$ cat config.mk
export PLATFORM = sky130hd
export DESIGN_NAME = led_scan_ctrl
export DESIGN_NICKNAME = d
export VERILOG_FILES = /design/src/rtl/led_scan_ctrl.sv
export SDC_FILE = /design/constraint.sdc
export NUM_CORES = 1
export LEC_CHECK = 0
export BUFFER_PORTS_ARGS = -buffer_cell sky130_fd_sc_hd__buf_4
export CORE_UTILIZATION = 60
export CTS_BUF_LIST = sky130_fd_sc_hd__clkbuf_8
export CTS_CLUSTER_DIAMETER = 80
export DETAILED_ROUTE_END_ITERATION = 8
export PLACE_DENSITY = 0.78
export SETUP_SLACK_MARGIN = 0.02
export SKIP_CTS_REPAIR_TIMING = 1
export SLEW_MARGIN = 25
export SYNTH_ARGS = -nofsm -noshare
export SYNTH_HDL_FRONTEND = slang
export SYNTH_SLANG_ARGS = --single-unit
$ cat constraint.sdc
create_clock -name CLK -period 2.6 [get_ports CLK]
set_input_delay 0 -clock CLK [delete_from_list [all_inputs] [get_ports CLK]]
set_output_delay 0 -clock CLK [all_outputs]
set_load 0.01 [all_outputs]
$ cat src/rtl/led_scan_ctrl.sv
// Slot-timed 4-channel LED scanner: forward, reverse, ping-pong and all-blink patterns.
// Latency: every output is registered (LED_Out follows Count by one cycle); no backpressure, Stop drains the current slot.
module led_scan_ctrl #(
   parameter logic [24:0] T_SLOT   = 25'd20_000_000,
   parameter logic [24:0] ON_START = 25'd15_000_000,
   parameter logic [24:0] ON_END   = 25'd20_000_000
) (
   input  logic       CLK,
   input  logic       RST,
   input  logic       Start_Sig,
   input  logic       Stop_Sig,
   input  logic [1:0] Mode,
   output logic [3:0] LED_Out,
   output logic       Busy,
   output logic       Slot_Done
);

   typedef enum logic [1:0] {
      S_IDLE  = 2'd0,
      S_RUN   = 2'd1,
      S_DRAIN = 2'd2
   } state_t;

   localparam logic [24:0] LP_LAST = T_SLOT - 25'd1;

   state_t      r_state;
   logic [24:0] r_count;
   logic [1:0]  r_ch;
   logic        r_dir_up;
   logic [1:0]  r_mode;

   logic        w_wrap;
   logic        w_in_win;
   logic [3:0]  w_pattern;
   logic [3:0]  w_led_nxt;
   logic [1:0]  w_ch_nxt;
   logic        w_dir_nxt;
   logic [24:0] w_count_nxt;

   assign w_wrap      = (r_count == LP_LAST);
   assign w_in_win    = (r_count >= ON_START) && (r_count < ON_END);
   assign w_led_nxt   = w_in_win ? w_pattern : 4'b0000;
   assign w_count_nxt = w_wrap ? 25'd0 : r_count + 25'd1;

   always_comb begin
      w_pattern = 4'b0001 << r_ch;
      if (r_mode == 2'b11) begin
         w_pattern = 4'b1111;
      end
   end

   // Channel step applied only at a slot wrap; ping-pong turns around at both ends.
   always_comb begin
      w_ch_nxt  = r_ch;
      w_dir_nxt = r_dir_up;
      case (r_mode)
         2'b00: w_ch_nxt = r_ch + 2'd1;
         2'b01: w_ch_nxt = r_ch - 2'd1;
         2'b10: begin
            if (r_dir_up) begin
               if (r_ch == 2'd3) begin
                  w_dir_nxt = 1'b0;
                  w_ch_nxt  = 2'd2;
               end else begin
                  w_ch_nxt  = r_ch + 2'd1;
               end
            end else begin
               if (r_ch == 2'd0) begin
                  w_dir_nxt = 1'b1;
                  w_ch_nxt  = 2'd1;
               end else begin
                  w_ch_nxt  = r_ch - 2'd1;
               end
            end
         end
         default: ;
      endcase
   end

   always_ff @(posedge CLK or posedge RST) begin
      if (RST) begin
         r_state   <= S_IDLE;
         r_count   <= 25'd0;
         r_ch      <= 2'd0;
         r_dir_up  <= 1'b1;
         r_mode    <= 2'b00;
         LED_Out   <= 4'b0000;
         Busy      <= 1'b0;
         Slot_Done <= 1'b0;
      end else begin
         case (r_state)
            S_IDLE: begin
               r_count   <= 25'd0;
               LED_Out   <= 4'b0000;
               Slot_Done <= 1'b0;
               if (Start_Sig && !Stop_Sig) begin
                  r_state  <= S_RUN;
                  r_mode   <= Mode;
                  r_dir_up <= 1'b1;
                  r_ch     <= (Mode == 2'b01) ? 2'd3 : 2'd0;
                  Busy     <= 1'b1;
               end else begin
                  Busy     <= 1'b0;
               end
            end
            S_RUN: begin
               LED_Out   <= w_led_nxt;
               Slot_Done <= w_wrap;
               r_count   <= w_count_nxt;
               Busy      <= 1'b1;
               if (w_wrap) begin
                  r_ch     <= w_ch_nxt;
                  r_dir_up <= w_dir_nxt;
               end
               if (Stop_Sig) begin
                  r_state <= S_DRAIN;
               end
            end
            S_DRAIN: begin
               // Finish the slot in progress; the channel stays put at the final wrap.
               LED_Out   <= w_led_nxt;
               Slot_Done <= w_wrap;
               r_count   <= w_count_nxt;
               if (w_wrap) begin
                  r_state <= S_IDLE;
                  Busy    <= 1'b0;
               end else begin
                  Busy    <= 1'b1;
               end
            end
            default: begin
               r_state   <= S_IDLE;
               r_count   <= 25'd0;
               LED_Out   <= 4'b0000;
               Busy      <= 1'b0;
               Slot_Done <= 1'b0;
            end
         endcase
      end
   end

endmodule

==> flow_summary.yaml, run 1 <==
run_status:
  status: "finished clean"
worst_hold_path:
  hold_class: "in -> reg"
placed_design:
  dp_hpwl_um: 3273
  place.gp.congestion: 0.9459
  portBuffers: 11
  dp_cells: 301
clock_tree:
  clk-insertion-delay-late_ns: 0.29
  cts_buffers: 5
  path_clk_slew_ns: 0.07
  cts_htree_levels: 2
  cts_buffer_depth: 2
  cts_num_sinks: 38
  cts_root_buffer: "clkbuf_8"
  tritoncts: "done"
sta:
  finalHoldViolCount: 0
  period_needed_ns: 2.049
  finClkSkew_ns: 0.007252
  worst_pin_slew_ns: 0.4670
  slew_violations: 0
  post-route-period-util_pct: 78.82
  setup_viol: 0
  fmax_mhz: 488.0
  rsz0062_at_grt: "false"
  slew_headroom_pct: 68.87
  finalSetupTns_ns: 0
floorplanning:
  core-area_um2: 3716
  die_w_um: 64.73
  boundaryPins: 12
  rows: 22
  initial_core_util_pct: 63.54
  die_y_um: 64.73
  die_area_um2: 4190
global_route:
  grt_pass1_vias: 1753
  grt_pass1_wl_um: 7866
  antenna_found_initial: 0
  grt_usage_pct: 24.75
  grt_overflow: 0
  grt_max_degree: 39
drt:
  drc: 0
  wl_um: 4653
  firstDrtPassIters: 4
  num_vias: 1860
  drt-initial-drc-count: 157
  avgViaCountPerCell: 5.962
  ant_nets: 0
  wl_per_cell_um: 14.91
pwr:
  p_leak_nw: 1.141
  p_per_area_nw_per_um2: 707.6
  peakVddDrop_uv: 549.7
layout:
  diodes: 0
  register_area_um2: 952.2
  drive_above_1_share_pct: 11.74
  fin_nets: 283
  stdcell_count: 312
  area_growth_pct: 9.698
  final_common_cell: "dfrtp_1"
  fill_cells: 305
  multi_input_area_um2: 1304
  final_core_util_pct: 69.70
  final_cell_mix: "dfrtp_1 (37), nor2_1 (23), inv_1 (17), a21oi_1 (17), ha_1 (14)"
worst_setup_path:
  critPathLaunchType: "flop"
  rrSetupSlack_ns: 0.55
  path_max_fanout: 8
  crit_type: "reg -> reg"
  endpoint_kind: "flop"
  worst-endpoint-arrival_ns: 2.26
  cp.required_ns: 2.81
synth:
  async_flop_share_pct: 100.0
  syn-cell-area_um2: 2361
  synth_fp_nets: 268
  synth.avg_cell_area_um2: 9.520
  synth_enable_flop_cells: 0
  syn_inst: 248
  yosysSeqAreaShare_pct: 40.33
  synthFlopType: "dfrtp_1"
  synth_cell_types: 48
  yosysWarnings: 0
  ys_seq_elements: 38
flow_run:
  maxCapViolCount: 0
-- routing by layer --
metal | wire (um) | share of wire, % | track usage (%) | vias up
met2 | 2154 | 46 | 38.93 | 32
met4 | 62 | 1.3 | 10.28 | 0
met5 | 0 | 0 | 0 | -
li1 | - | - | - | 932
met1 | 2268 | 49 | 32.50 | 889
met3 | 167 | 3.6 | 5.810 | 7
-- cell type report --
class	instances	area share (%)
clock inverters	2	0.2899
inverters	15	2.174
flip-flops and latches	38	36.76
clock buffers	6	3.188
well taps	48	2.319
repair buffers	16	4.928
multi-input cells	187	50.34
-- critical path, stage by stage, from the launching register on --
cell and delay, ns:
dfrtp_1 0.40, ha_1 0.23, and4_1 0.45, nand4_4 0.20
or4_1 0.46, a32oi_1 0.21
-- sequential cells by signal (all words and copies together), names as in the netlist --
register,cells
Busy,1
LED_Out,4
Slot_Done,1
r_ch,2
r_count,25
r_dir_up,1
r_mode,2
r_state,2
-- stage by stage --
stage | hold WS (ns) | setup slack, ns | total power (W) | area, um^2
global placement | 0.1470 | 0.6823 | 0.001417 | 2470
finish | 0.09192 | 0.5507 | 0.001833 | 2590
floorplan | 0.1506 | 0.9094 | 0.001257 | 2361
CTS | -0.1527 | 0.5706 | 0.001842 | 2560
detailed placement | 0.1648 | 0.6050 | 0.001427 | 2470
global route | 0.1351 | 0.4420 | 0.001984 | 2590
-- path summary, 6_finish.rpt --
path,startpoint,end,cells past startpoint
max reg2reg,r_count[0]$_DFF_PP0_,r_state[1]$_DFFE_PP0P_,5
min reg2reg,r_count[0]$_DFF_PP0_,r_count[0]$_DFF_PP0_,1
min in group asynchronous,RST,r_count[5]$_DFF_PP0_,4
max,r_count[0]$_DFF_PP0_,r_state[1]$_DFFE_PP0P_,5
min,Stop_Sig,r_state[0]$_DFFE_PP0P_,4
max in group asynchronous,RST,r_dir_up$_DFFE_PP1P_,4
-- report_power, final --
group / switching [W] / internal (W)
logic: 0.000412 / 0.000270
clock network: 0.000200 / 0.000208
registers: 0.0000702 / 0.000673
-- Yosys cell counts (2+ instances only) --
| master | n | area, um^2 |
|---|---|---|
| dfrtp_1 | 37 | 925.9 |
| nor2_1 | 23 | 86.33 |
| a21oi_1 | 17 | 85.08 |
| inv_1 | 15 | 56.30 |
| ha_1 | 14 | 175.2 |
| nand2_1 | 13 | 48.80 |
| o21ai_0 | 12 | 60.06 |
| nor3_1 | 10 | 50.05 |
| and4_1 | 9 | 78.83 |
| nand3_1 | 9 | 45.04 |
| or3_1 | 8 | 50.05 |
| xor2_1 | 8 | 70.07 |
| or4_1 | 7 | 52.55 |
| nand4_1 | 6 | 37.54 |
| nand2b_1 | 5 | 31.28 |
| o31ai_1 | 5 | 37.54 |
| xnor2_1 | 4 | 35.03 |
| a32oi_1 | 3 | 26.28 |
| and2_1 | 3 | 18.77 |
| buf_2 | 3 | 15.01 |
| a211oi_1 | 2 | 15.01 |
| buf_4 | 2 | 15.01 |
| clkbuf_1 | 2 | 7.510 |
| mux2_2 | 2 | 22.52 |
| nand3b_1 | 2 | 15.01 |
| nand4_4 | 2 | 42.54 |
| nor2b_1 | 2 | 12.51 |
| nor4_1 | 2 | 12.51 |
| o211a_1 | 2 | 20.02 |
-- cells by family (layout without fill, tap and decap cells) --
family / after synthesis / in the layout / share of synthesized area [%]
buffers and inverters: 23 / 39 / 4.451
multiplexers: 3 / 3 / 1.378
XOR/XNOR: 12 / 12 / 4.451
AND/OR/NAND/NOR: 110 / 110 / 29.25
flip-flops: 38 / 38 / 40.33
AO/OA/AOI/OAI: 48 / 48 / 12.72
adder cells (fa/ha/maj): 14 / 14 / 7.419
(Power assumes the default switching activity.)
==> run 2, diff against run 1 <==
--- a/config.mk
+++ b/config.mk
@@ -5,6 +5,7 @@
 export SDC_FILE = /design/constraint.sdc
 export NUM_CORES = 1
 export LEC_CHECK = 0
+export ABC_AREA = 1
 export BUFFER_PORTS_ARGS = -buffer_cell sky130_fd_sc_hd__buf_4
 export CORE_UTILIZATION = 60
 export CTS_BUF_LIST = sky130_fd_sc_hd__clkbuf_8
==> constraint.sdc (replaced) <==
create_clock -name CLK -period 1.9 [get_ports CLK]
set_input_delay 0 -clock CLK [delete_from_list [all_inputs] [get_ports CLK]]
set_output_delay 0 -clock CLK [all_outputs]
set_load 0.01 [all_outputs]
==> run 2 against run 1 <==
  * Synthesized cell count increased by 31%
  * Die area is essentially flat
  * Combinational power increased by 44%
  * Sequential share of layout area decreased by 0.58 points
  * Power up 40%
  * Largest cell class unchanged
  * Sequential cell count is the same
  * Via count grew 12%
  * Non-clock buffer count up 2
  * Final area rose by 1.6%
  * Hold slack got worse by 0.077 ns
  * Clock-buffer cell count unchanged
  * Critical path type unchanged
==> flow_summary.yaml, run 2 <==
run_status:
  status: "finished clean"
synth:
  syn-cell-area_um2: 2362
  ys_seq_elements: 38
  synth.most_common_cell: "nand2_1"
  synth_commonest_cells: "nand2_1 (72), nor2_1 (70), dfrtp_1 (37), inv_1 (37), nand3_1 (22)"
  synth_enable_flop_cells: 0
  synth_top_area_cell: "dfrtp_1"
  synth.avg_cell_area_um2: 7.291
  synth.area.top_cells: "dfrtp_1 (39%), nand2_1 (11%), nor2_1 (11%)"
  syn_inst: 324
  async_flop_share_pct: 100.0
  synth_cell_types: 25
  synthFlopType: "dfrtp_1"
  synth_top_cell_area_share_pct: 39.19
  yosysWarnings: 0
  synth_fp_nets: 344
  yosysSeqAreaShare_pct: 40.31
drt:
  drc: 0
  num_vias: 2089
  ant_nets: 0
  drt-initial-drc-count: 193
  firstDrtPassIters: 4
  wl_per_cell_um: 12.53
  wl_um: 4935
  avgViaCountPerCell: 5.302
global_route:
  antenna_found_initial: 0
  grt_usage_pct: 26.58
  met1_usage_pct: 37.51
  grt_pass1_vias: 1888
  grt_overflow: 0
  gr-usage-met2_pct: 41.54
  grt_util_met3_pct: 4.930
  grt_max_degree: 39
  grt_pass1_wl_um: 8487
  grt_most_used_layer: "met2"
floorplanning:
  die_area_um2: 4192
  rows: 22
  die_w_um: 64.75
  boundaryPins: 12
  core-area_um2: 3716
  initial_core_util_pct: 63.57
  die_y_um: 64.75
worst_setup_path:
  crit_type: "reg -> reg"
  rr_startpoint: "r_count[0]$_DFF_PP0_"
  endpoint_kind: "flop"
  path_buf_inv: 1
  path_cells: "ha_1 > nand2_1 > nor2_4 > nand2_1 > nor2_1 > nand2_2 > nand2_2 > buf_4 > nor3_1"
  cp_slowest_cell: "dfrtp_1"
  critPathLaunchType: "flop"
  critPathMaxStageDelay_ns: 0.41
  critical_path.top_delay_family: "simple AND/OR/NAND/NOR gates"
  cp.required_ns: 2.07
  crit_start: "r_count[0]$_DFF_PP0_"
  path_max_fanout: 7
  worst-endpoint-arrival_ns: 1.81
sta:
  finalHoldViolCount: 0
  post-route-period-util_pct: 86.04
  finalSetupTns_ns: 0
  setup_viol: 0
  fin_ws_ns: 0.2652
  fmax_mhz: 611.7
  finClkSkew_ns: 0.007346
  slew_headroom_pct: 68.30
  slew_violations: 0
  rsz0062_at_grt: "false"
  whs_ns: 0.01514
  worst_pin_slew_ns: 0.4755
  period_needed_ns: 1.635
placed_design:
  portBuffers: 11
  place_ws_ns: 0.2598
  place.gp.congestion: 0.9294
  dp_hpwl_um: 3788
clock_tree:
  clk-insertion-delay-late_ns: 0.29
  tritoncts: "done"
  cts_buffer_depth: 2
  cts_buffers: 5
  cts_num_sinks: 38
  path_clk_slew_ns: 0.07
  cts_htree_levels: 2
  cts_root_buffer: "clkbuf_8"
layout:
  multi_input_area_um2: 1242
  drive_above_1_share_pct: 10.40
  reg.largest.list: "r_count (25), LED_Out (4)"
  diodes: 0
  final_core_util_pct: 70.81
  largest_register: "r_count"
  fill_cells: 330
  fin_nets: 365
  final_cell_mix: "nand2_1 (72), nor2_1 (70), inv_1 (38), dfrtp_1 (37), nand3_1 (22)"
  area_growth_pct: 11.39
  register_area_um2: 952.2
  final_common_cell: "nand2_1"
  largest_reg_flops: 25
flow_run:
  maxCapViolCount: 0
pwr:
  p_leak_nw: 1.255
  peakVddDrop_uv: 730.0
  p_per_area_nw_per_um2: 974.4
  fin_total_pwr_w: 0.002564
worst_hold_path:
  hold_class: "in -> reg"
  hold_path.startpoint: "Mode[1]"
[run 2: cell count changes after synthesis, sizes merged, moves of 7 or more]
| cell | before | now |
|---|---|---|
| or3 | 8 | 0 |
| nand3 | 10 | 24 |
| nand2 | 13 | 76 |
| and4 | 9 | 0 |
| or4 | 7 | 0 |
| nor2 | 23 | 75 |
| a21oi | 17 | 9 |
| inv | 15 | 38 |
[run 2: layer usage]
layer	up-vias	wire (um)
met4	0	53
li1	1063	-
met3	7	292
met5	-	0
met2	73	2214
met1	946	2375
[run 2: where the power goes]
part	switching, W	internal (W)
logic	0.000636	0.000344
clock network	0.000281	0.000287
registers	0.0000962	0.000919
[run 2: cell families (layout without fill, tap and decap cells)]
| family | after synthesis | after routing | synth area share [%] |
|---|---|---|---|
| adders and majority gates | 14 | 14 | 7.415 |
| AOI/OAI and AO/OA | 18 | 18 | 3.867 |
| xor gates and xnor gates | 11 | 11 | 4.078 |
| and+or+nand+nor | 201 | 201 | 37.24 |
| DFF | 38 | 38 | 40.31 |
| buffers and inverters | 42 | 64 | 7.097 |
[run 2: path summary, 6_finish.rpt]
path / to / slack, ns / depth (start not counted)
min reg2reg: r_dir_up$_DFFE_PP1P_ / 0.50 / 2
max: r_count[8]$_DFF_PP0_ / 0.27 / 9
min: r_mode[1]$_DFFE_PP0P_ / 0.02 / 3
max reg2reg: r_count[8]$_DFF_PP0_ / 0.27 / 9
min in group asynchronous: r_state[1]$_DFFE_PP0P_ / 0.40 / 4
max in group asynchronous: r_dir_up$_DFFE_PP1P_ / 1.15 / 4
[run 2: layout make-up]
class | instances | area share (%)
well taps | 48 | 2.282
clock buffers | 6 | 3.138
multi-input cells | 244 | 47.22
clock inverters | 2 | 0.3329
inverters | 38 | 5.421
flip-flops and latches | 38 | 36.19
repair buffers | 18 | 5.421
[run 2: worst register-to-register path, delay by kind of cell, from the launching register on]
kind          cells  cell delay (ns)
simple gates      7             0.77
flops             1             0.41
fa+ha+maj         1             0.19
buf+inv           1             0.16
[run 2: stage by stage]
| stage | instances | instance area [um^2] |
|---|---|---|
| 6_report | 394 | 2631 |
| 5_1_grt | 394 | 2631 |
| 4_1_cts | 391 | 2601 |
| 3_5_place_dp | 383 | 2510 |
| 3_3_place_gp | 383 | 2510 |
| 2_1_floorplan | 324 | 2362 |
